==> src/rtl/rob_recovery_ctrl.sv <==
// ROB head mispredict recovery controller.
// Holds retire on a mispredicting head and pulses flush. It then drains
// in-flight FU work and redirects fetch to the recovery PC. Completed
// recoveries are counted per cause.
`ifndef PC_WIDTH
`define PC_WIDTH 32
`endif

module rob_recovery_ctrl #(
  parameter int PC_WIDTH  = `PC_WIDTH,
  parameter int DRAIN_MIN = 2,
  parameter int CNT_WIDTH = 16
) (
  input  logic                 clk,
  input  logic                 rst,
  input  logic                 head_valid,
  input  logic                 head_br_mispredict,
  input  logic                 head_ld_mispredict,
  input  logic [PC_WIDTH-1:0]  head_pc,
  input  logic [PC_WIDTH-1:0]  head_target_pc,
  input  logic                 fu_busy,
  input  logic                 redirect_ready,
  output logic                 retire_hold,
  output logic                 flush,
  output logic                 dispatch_stall,
  output logic                 redirect_valid,
  output logic [PC_WIDTH-1:0]  redirect_pc,
  output logic [CNT_WIDTH-1:0] br_flush_cnt,
  output logic [CNT_WIDTH-1:0] ld_flush_cnt
);

  typedef enum logic [1:0] {IDLE, FLUSH, DRAIN, REDIRECT} state_t;

  localparam logic [3:0] DRAIN_LAST = 4'(DRAIN_MIN - 1);
  localparam logic [3:0] DRAIN_SAT  = 4'(DRAIN_MIN);

  state_t              state;
  state_t              state_nxt;
  logic [3:0]          drain_cnt;
  logic                cause_br;
  logic [PC_WIDTH-1:0] saved_pc;
  logic                trigger;
  logic                accept;
  logic                drain_done;

  assign trigger    = head_valid & (head_br_mispredict | head_ld_mispredict);
  assign accept     = (state == REDIRECT) & redirect_ready;
  assign drain_done = (drain_cnt >= DRAIN_LAST) & ~fu_busy;

  // State register
  always_ff @(posedge clk) begin
    if (rst) state <= IDLE;
    else     state <= state_nxt;
  end

  // Next-state logic
  always_comb begin
    state_nxt = state;
    case (state)
      IDLE:     if (trigger)    state_nxt = FLUSH;
      FLUSH:                    state_nxt = DRAIN;
      DRAIN:    if (drain_done) state_nxt = REDIRECT;
      REDIRECT: if (accept)     state_nxt = IDLE;
      default:                  state_nxt = IDLE;
    endcase
  end

  // Cause/PC capture on trigger and drain counter (loads 0 on DRAIN entry)
  always_ff @(posedge clk) begin
    if (rst) begin
      cause_br  <= 1'b0;
      saved_pc  <= '0;
      drain_cnt <= '0;
    end else begin
      if (state == IDLE && trigger) begin
        cause_br <= head_br_mispredict;
        saved_pc <= head_br_mispredict ? head_target_pc : head_pc;
      end
      if (state == FLUSH)
        drain_cnt <= '0;
      else if (state == DRAIN && drain_cnt < DRAIN_SAT)
        drain_cnt <= drain_cnt + 4'd1;
    end
  end

  // Saturating per-cause recovery counters, stepped on redirect acceptance
  always_ff @(posedge clk) begin
    if (rst) begin
      br_flush_cnt <= '0;
      ld_flush_cnt <= '0;
    end else if (accept) begin
      if (cause_br) begin
        if (br_flush_cnt != '1) br_flush_cnt <= br_flush_cnt + 1'b1;
      end else begin
        if (ld_flush_cnt != '1) ld_flush_cnt <= ld_flush_cnt + 1'b1;
      end
    end
  end

  // Output decode; redirect_valid depends only on state
  always_comb begin
    retire_hold    = 1'b1;
    dispatch_stall = 1'b1;
    flush          = 1'b0;
    redirect_valid = 1'b0;
    redirect_pc    = '0;
    case (state)
      IDLE: begin
        retire_hold    = trigger;
        dispatch_stall = 1'b0;
      end
      FLUSH: flush = 1'b1;
      REDIRECT: begin
        redirect_valid = 1'b1;
        redirect_pc    = saved_pc;
      end
      default: ;
    endcase
  end

endmodule

==> config.mk <==
export PLATFORM = sky130hd
export DESIGN_NAME = rob_recovery_ctrl
export DESIGN_NICKNAME = d
export VERILOG_FILES = /design/src/rtl/rob_recovery_ctrl.sv
export SDC_FILE = /design/constraint.sdc
export NUM_CORES = 1
export LEC_CHECK = 0
export ABC_AREA = 0
export CORE_ASPECT_RATIO = 0.7
export CORE_MARGIN = 4
export CORE_UTILIZATION = 44
export CTS_CLUSTER_SIZE = 25
export DETAILED_ROUTE_END_ITERATION = 6
export PLACE_DENSITY_LB_ADDON = 0.1
export SYNTH_ARGS = -nofsm -noshare
export SYNTH_HDL_FRONTEND = slang
export SYNTH_SLANG_ARGS = --single-unit
==> constraint.sdc <==
create_clock -name clk -period 2.5 [get_ports clk]
set_clock_uncertainty 0.2 [all_clocks]
set_input_delay 0.5 -clock clk [delete_from_list [all_inputs] [get_ports clk]]
set_output_delay 0.5 -clock clk [all_outputs]
set_load 0.02 [all_outputs]
Word level (Yosys, flattened, before mapping)
Index checks and enable logic that the tools add are counted.

Flip-flop bits (word level): 71. Memories kept: 0. Input port bits: 71. Logic and storage cells: 42. Output and inout bits: 68. Bits in writable memories: 0. Memory bits (read-only): 0. Bits in latches: 0.

Reduce and logical (&&, ||, !) cells: 7. Mux-type cells: 10. Bitwise logic cells: 6. Eq/ne operators: 8. $mul: 0. Shift operators: 0. Divide/modulo/power cells: 0. Magnitude comparators: 2. $add $sub $neg: 3.

Operators by type and width (count): two-way mux 32 bit (2); adder 16 x 1 -> 16 bit (second input constant) (2); != test 16 bit (second input constant) (2); AND reduction 3 bit (3); one-hot mux 2 bit (4 select lines) (1); two-way mux 2 bit (3); != test 2 bit (second input constant) (3); adder 4 x 1 -> 4 bit (second input constant) (1); equality test 2 bit (second input constant) (2); greater-or-equal comparator 4 x 1 -> 1 bit (second input constant) (1); < comparator 4 x 2 -> 1 bit (second input constant) (1); two-way mux 1 bit (4); AND 1 bit (3); equality test 2 x 1 -> 1 bit (second input constant) (1); logical AND 1 bit (2); zero test 2 bit (1); NOT 1 bit (2); OR reduction 2 bit (1); OR 1 bit (1).

Longest topological paths before layout
Word-level depth: 4. Gate-level depth with buffers: 8. Mapped depth without buffers: 6.

Worst setup path after synthesis
Ideal clock, no wire load.

Path kind: register to register. Start: register state[1]. End: register ld_flush_cnt[15]. Buffers on the path: 2. Arrival time: 2.094 ns. Required time: 2.179 ns. Cell stages (with the launch flop): 8. Slack: 0.086 ns. Library setup time: 0.121 ns. Cell sequence: dfxtp_1 -> ha_1 -> buf_4 -> nand3b_2 -> or4_1 -> buf_2 -> nor4b_1 -> mux2_2.

Word-level cells in the longest chain between the ends: 3.

Ends and longest elaborated chain: from (decl) (RTL line 37) `state_t state;`; from (signal assigned) (RTL line 53) `else state <= state_nxt;`; equality test 2 bit (RTL line 47) `assign accept = (state == REDIRECT) & redirect_ready;`; AND 1 bit (RTL line 47); AND reduction 3 bit (no line); to (signal assigned) (RTL line 95) `if (ld_flush_cnt != '1) ld_flush_cnt <= ld_flush_cnt + 1'b1;`; to (decl) (RTL line 29) `output logic [CNT_WIDTH-1:0] ld_flush_cnt`.

No other way between the ends. A chain may end at the register's enable or synchronous reset.

Final worst setup path
Start: register state[1]. End: output port flush.

Word-level cells in the longest chain between the ends: 2.

Ends and longest elaborated chain: equality test 2 x 1 -> 1 bit (RTL line 107) `case (state)`; two-way mux 1 bit (RTL line 107); to (decl) (RTL line 24) `output logic flush,`.

No other way between the ends.

==> reports/metrics.cfg <==
[status]
status=complete, no violations

[finish]
final_cells=671
nNetsFinal=646
n_antenna_cell=0
drive_above_1_share=0.0965
area_growth_pct=53.4

[place]
gp_congestion=0.811
dp_cells=655
dp_slack_ns=-0.205
io_buffer_count=138
hpwl_um=7760

[global_routing]
grt-ovfl-total=0
grt_max_degree=65
grt_pass1_wl_um=16400
grt_pass1_vias=3480
grt.total_usage=0.207
antenna_found_initial=0

[floorplan]
dieArea_sq_um=9830
pin_count=139
core-area_sq_um=7970
fp.dieW_um=117
std_cell_rows=27
start_util=0.457
die_h_um=84.1

[synth]
synth_cell_types=42
ys_seq_area_frac=0.390
netlist_area_sq_um=3640
synthFlopType=dfxtp_1
syn_nets=500
yosysWarnings=0
synthCells=419
synth-seq-cells=71
synth_edf_count=0
synth-async-reset-ratio=0
syn_avg_cell_area_sq_um=8.70

[cts]
clock_path_buffers=2
insertion_delay_ns=0.32
cts_root_buf=clkbuf_16
cts_sinks=71
cts_buffers=9
cts_tree=built
ctsHoldBuffers=0
cts-htree-levels=3
postCtsSetupBuffers=0
path_clk_slew_ns=0.05

[job]
maxCapViolations=0

[drt]
routed_via_density=5.52
wl_met1_um=4300
wl_met2_um=5070
maxUsedRoutingLayer=met4
wl_met3_um=870
vias=3702
drtIter0Drc=197
drc_errors=0
firstDrtPassIters=4
drtAntennaViolNets=0
wl_per_cell_um=15.5
drt-total-wl_um=10400

[critical_path]
worstSetupStartpointType=flip-flop
crit_type=flip-flop to output pin
end_kind=output pin
worstPathCellList=inv_1, ha_1, clkdlybuf4s50_1
slowest_delay_ns=0.65
critPathArrivalTime_ns=1.68
crit_fanout=5
critPathSlowestCell=clkdlybuf4s50_1
critical_path_required_ns=1.80

[power]
pwr_density_cell_nw_per_um2=684
leakage_nw=2.23
ir_drop_mv=0.347
totalPowerFinal_mw=3.82

[sta]
slew_headroom=0.568
slew_viol_final=0
setup_ws_ns=0.123
hold_violations=0
worstMarginPinSlew_ns=0.648
max_freq_mhz=421
finalSetupTns_ns=0
fin_crit_sh=0.951
fin_crit_ns=2.38
finalSetupViolations=0
rsz0062_at_grt=false

[hold_path]
hp-class=flip-flop to flip-flop

cell usage in the layout, fill, tap and decap left out, types with 2 or more instances in the layout:
master / n
nand2_1: 12
ha_1: 9
mux2i_1: 34
nor3_1: 6
bufinv_16: 4
clkbuf_16: 9
or4_1: 17
nor2b_1: 4
buf_12: 2
and2_1: 32
o21ai_0: 12
o21a_1: 2
inv_1: 12
nor2_1: 41
or3b_2: 2
buf_4: 22
a211oi_1: 33
nand3_1: 16
clkdlybuf4s50_1: 101
or3_1: 8
mux2_2: 3
o31ai_1: 15
nor3b_1: 4
and3_1: 5
or2_2: 2
dfxtp_1: 71
a21oi_1: 25
dlygate4sd2_1: 34
buf_2: 2
nand4_1: 8
area by class of cell:
cell class	count	area, sq um
clock buffer	11	243
tap	101	126
multi-input combinational	309	2090
clock inverter	5	129
inverter	12	45.0
fill	690	2380
sequential	71	1420
timing repair buffer	162	1540
report_power, final:
part           switching [mW]  internal [mW]  total [mW]
sequential             0.0788           1.29        1.36
combinational           0.464          0.412       0.876
clock                   0.479           1.11        1.58
total                    1.02           2.80        3.82
synthesized netlist by cell type (8+ instances only):
library cell,instances,share of area
nand2_1,12,0.012
o21ai_0,12,0.016
nand4_1,8,0.014
o31ai_1,15,0.031
mux2i_1,34,0.093
nor2_1,42,0.043
a21oi_1,25,0.034
inv_1,12,0.012
and2_1,32,0.055
or4_1,17,0.035
or3_1,8,0.014
nand3_1,16,0.022
a211oi_1,33,0.068
clkbuf_1,19,0.020
ha_1,10,0.034
dfxtp_1,71,0.39
path summary, 6_finish.rpt:
path | startpoint | to | slack [ns] | cells past startpoint
max | state[1]$_SDFFE_PP0P_ | flush | 0.12 | 3
min | saved_pc[30]$_SDFFE_PP0P_ | saved_pc[30]$_SDFFE_PP0P_ | 0.29 | 2
max reg2reg | state[1]$_SDFFE_PP0P_ | br_flush_cnt[15]$_SDFFE_PP0P_ | 0.21 | 5
min reg2reg | saved_pc[30]$_SDFFE_PP0P_ | saved_pc[30]$_SDFFE_PP0P_ | 0.29 | 2
flip-flops by register name, indices dropped and copies added, names as in the netlist:
register	count
br_flush_cnt	16
cause_br	1
drain_cnt	4
ld_flush_cnt	16
saved_pc	32
state	2
worst max-delay path: cells and delay by family (launching register included):
kind	cells	cell delay [ns]
fa+ha+maj	1	0.27
buf+inv	2	0.76
flops	1	0.34
per-layer routing:
layer / vias up / GRT usage
li1: 1842 / -
met1: 1715 / 0.243
met2: 129 / 0.353
met3: 16 / 0.0706
met4: 0 / 0.0635
met5: - / 0
cell families after synthesis:
family	Yosys count	synth area share
adder cells (fa/ha/maj)	10	0.0343
multiplexers	37	0.103
buffers and inverters	39	0.0426
AND/OR/NAND/NOR	165	0.253
AO/OA/AOI/OAI	95	0.173
XOR/XNOR	2	0.00481
flip-flops	71	0.390
stage by stage:
| stage | cell area, sq um | util | hold slack (ns) |
|---|---|---|---|
| 2_1_floorplan | 3640 | - | 0.247 |
| 3_3_place_gp | 5250 | 0.659 | 0.260 |
| 3_5_place_dp | 5250 | 0.659 | 0.287 |
| 4_1_cts | 5580 | 0.700 | 0.294 |
| 5_1_grt | 5590 | 0.702 | 0.309 |
| 6_report | 5590 | 0.702 | 0.294 |
timing repair:
action | CTS | global route
resized for setup | 35 | 2
setup endpoints to repair | 34 | 6
gates cloned | 0 | 0
endpoints found under the hold margin | 0 | 0
(Power assumes the default switching activity.)
==> edit (config.mk and constraints unchanged) <==
Make the reset (`rst`) asynchronous in 3 clocked blocks.
--- a/src/rtl/rob_recovery_ctrl.sv
+++ b/src/rtl/rob_recovery_ctrl.sv
@@ -50,3 +50,3 @@
   // State register
-  always_ff @(posedge clk) begin
+  always_ff @(posedge clk or posedge rst) begin
     if (rst) state <= IDLE;
@@ -68,3 +68,3 @@
   // Cause/PC capture on trigger and drain counter (loads 0 on DRAIN entry)
-  always_ff @(posedge clk) begin
+  always_ff @(posedge clk or posedge rst) begin
     if (rst) begin
@@ -86,3 +86,3 @@
   // Saturating per-cause recovery counters, stepped on redirect acceptance
-  always_ff @(posedge clk) begin
+  always_ff @(posedge clk or posedge rst) begin
     if (rst) begin
Check against the original RTL: differs if rst is asserted again (counterexample within 4 cycles, from zero or initial values and one cycle with rst high); with rst held inactive, the same outputs for 10 cycles.
==> edit against the original RTL <==
  * Register-to-register slack better by 0.21 ns
  * Non-clock buffer count is 17 lower
  * Sequential power is 28% higher
  * Largest power group is now registers
  * Wire length is 12% lower
  * Sequential cell count stayed put
  * Utilization is 2.3 points lower
  * Worst setup slack worse by 0.0046 ns
  * Cell area is 2.5% lower
  * Power is 20% higher
  * Synthesized area is 1.9% higher
  * Maximum frequency is 0.19% lower
  * Highest routed layer unchanged
==> edit: results (changes against the original RTL) <==
[drt]
drt_pass1_iterations = 5  ; was 4
dr_wl_met2_mm = 4.34  ; was 5.07 mm
drt_iter0_drc = 131  ; was 197
wl_mm = 9.16  ; was 10.4 mm
vias = 3076  ; was 3702
wl_met1_mm = 4.10  ; was 4.30 mm
wl_met3_um = 608  ; was 870 µm

[grt]
grt_pass1_wl_mm = 15.2  ; was 16.4 mm
grt_use_met1_pct = 23.5  ; was 24.3%
met3_usage_pct = 5.86  ; was 7.06%
grt_util_met2_pct = 30.8  ; was 35.3%
track_usage_pct = 18.6  ; was 20.7%
grt_pass1_vias = 3033  ; was 3480
grt_start_max_net_pins = 72  ; was 65

[critical_path]
reg2reg_slack_ns = 0.42  ; was 0.21 ns
r2r-start = state[0]  ; was state[1]
worst_path_max_delay_cell = clkdlybuf4s50_1  ; unchanged
worstReg2RegEnd = state[1]  ; was br_flush_cnt[15]
cpPeakStageDelay_ns = 0.60  ; was 0.65 ns
cp_max_fo = 4  ; was 5
r2r_cells = 6  ; was 5

[power_and_ir_drop]
pg_seq_w = 0.00174  ; was 0.00136 W
p_leak_nw = 2.57  ; was 2.23 nW
p_comb_w = 0.00173  ; was 0.000876 W
ir_worst_vdd_mv = 0.418  ; was 0.347 mV
seqPwrFrac_pct = 37.7  ; was 35.7%
p_switching_w = 0.00165  ; was 0.00102 W

[hold_path]
hp-start = saved_pc[7]  ; was saved_pc[30]
hold_path_end = saved_pc[7]  ; was saved_pc[30]

[clock_network]
ctsResizeCount = 33  ; was 35
clock_tree.buffer_depth = 2  ; unchanged
clk_latency_ns = 0.33

[logic_synthesis]
synthXorXnorAreaFrac_pct = 5.90  ; was 0.481%
ys_seq_area_share_pct = 47.9  ; was 39.0%
synthArstFlopShare_pct = 100  ; was 0%
muxShareOfSynthArea_pct = 10.4  ; was 10.3%
synth.area.top_cells = dfrtp_1, mux2i_1, and2_1  ; was dfxtp_1, mux2i_1, a211oi_1
synth_ff_type = dfrtp_1  ; was dfxtp_1
syn_area_per_cell_um2 = 10.3  ; was 8.70 µm²
yosys-top-cells-count = dfrtp_1, nand2_1, o21ai_0  ; was dfxtp_1, nor2_1, mux2i_1
syn_nets = 443  ; was 500
synth_compound_area_share_pct = 7.79  ; was 17.3%
synthAdderAreaFrac_pct = 3.37  ; was 3.43%
synth_cell_type_count = 36  ; was 42

[placement]
dp.cells = 592  ; was 655
postPlaceCellArea_um2 = 5220  ; was 5250 µm²
dp_hpwl_mm = 6.82  ; was 7.76 mm
place_ws_ns = 0.0528  ; was -0.205 ns
gp_congestion = 0.790  ; was 0.811

[final_layout]
nets = 583  ; was 646
instances_no_fill = 608  ; was 671
fill_cells = 652  ; was 690
drive_gt1_share_pct = 7.50  ; was 9.65%

[status]
status = finished, final reports clean  ; unchanged

[sta]
slew_headroom_pct = 64.3  ; was 56.8%
whs_ns = 0.267  ; was 0.294 ns
report.final.slew_viol_count = 0  ; unchanged

[edit: cell types whose count changed in the layout (fill, tap and decap cells not counted), sizes merged, moves of 7 or more]
cell,before,now
or3,8,1
o31ai,15,0
dfxtp,71,0
or4,18,1
a211oi,33,0
dfrtp,0,71
nand2,12,41
xnor2,1,23
nor2,42,13
buf,26,8
a21oi,25,4
o21ai,12,40
[edit: area by class of cell]
cell class              count  area (µm²)  area share [%]
clock buffers              11         233            4.27
flip-flops and latches     71        1780            32.6
well taps                 101         126            2.32
inverters                   9        33.8           0.620
multi-input cells         266        1830            33.6
clock inverters             5        35.0           0.642
repair buffers            145        1420            26.0
[edit: how the worst max path moves through the flow]
stage | end | from | slack [ns]
3_5_place_dp | retire_hold | head_valid | 0.05
6_report | dispatch_stall | state[0] | 0.12
5_1_grt | dispatch_stall | state[0] | 0.03
2_1_floorplan | br_flush_cnt[0] | rst | 0.003
4_1_cts | redirect_valid | state[1] | 0.05
3_3_place_gp | retire_hold | head_valid | 0.09
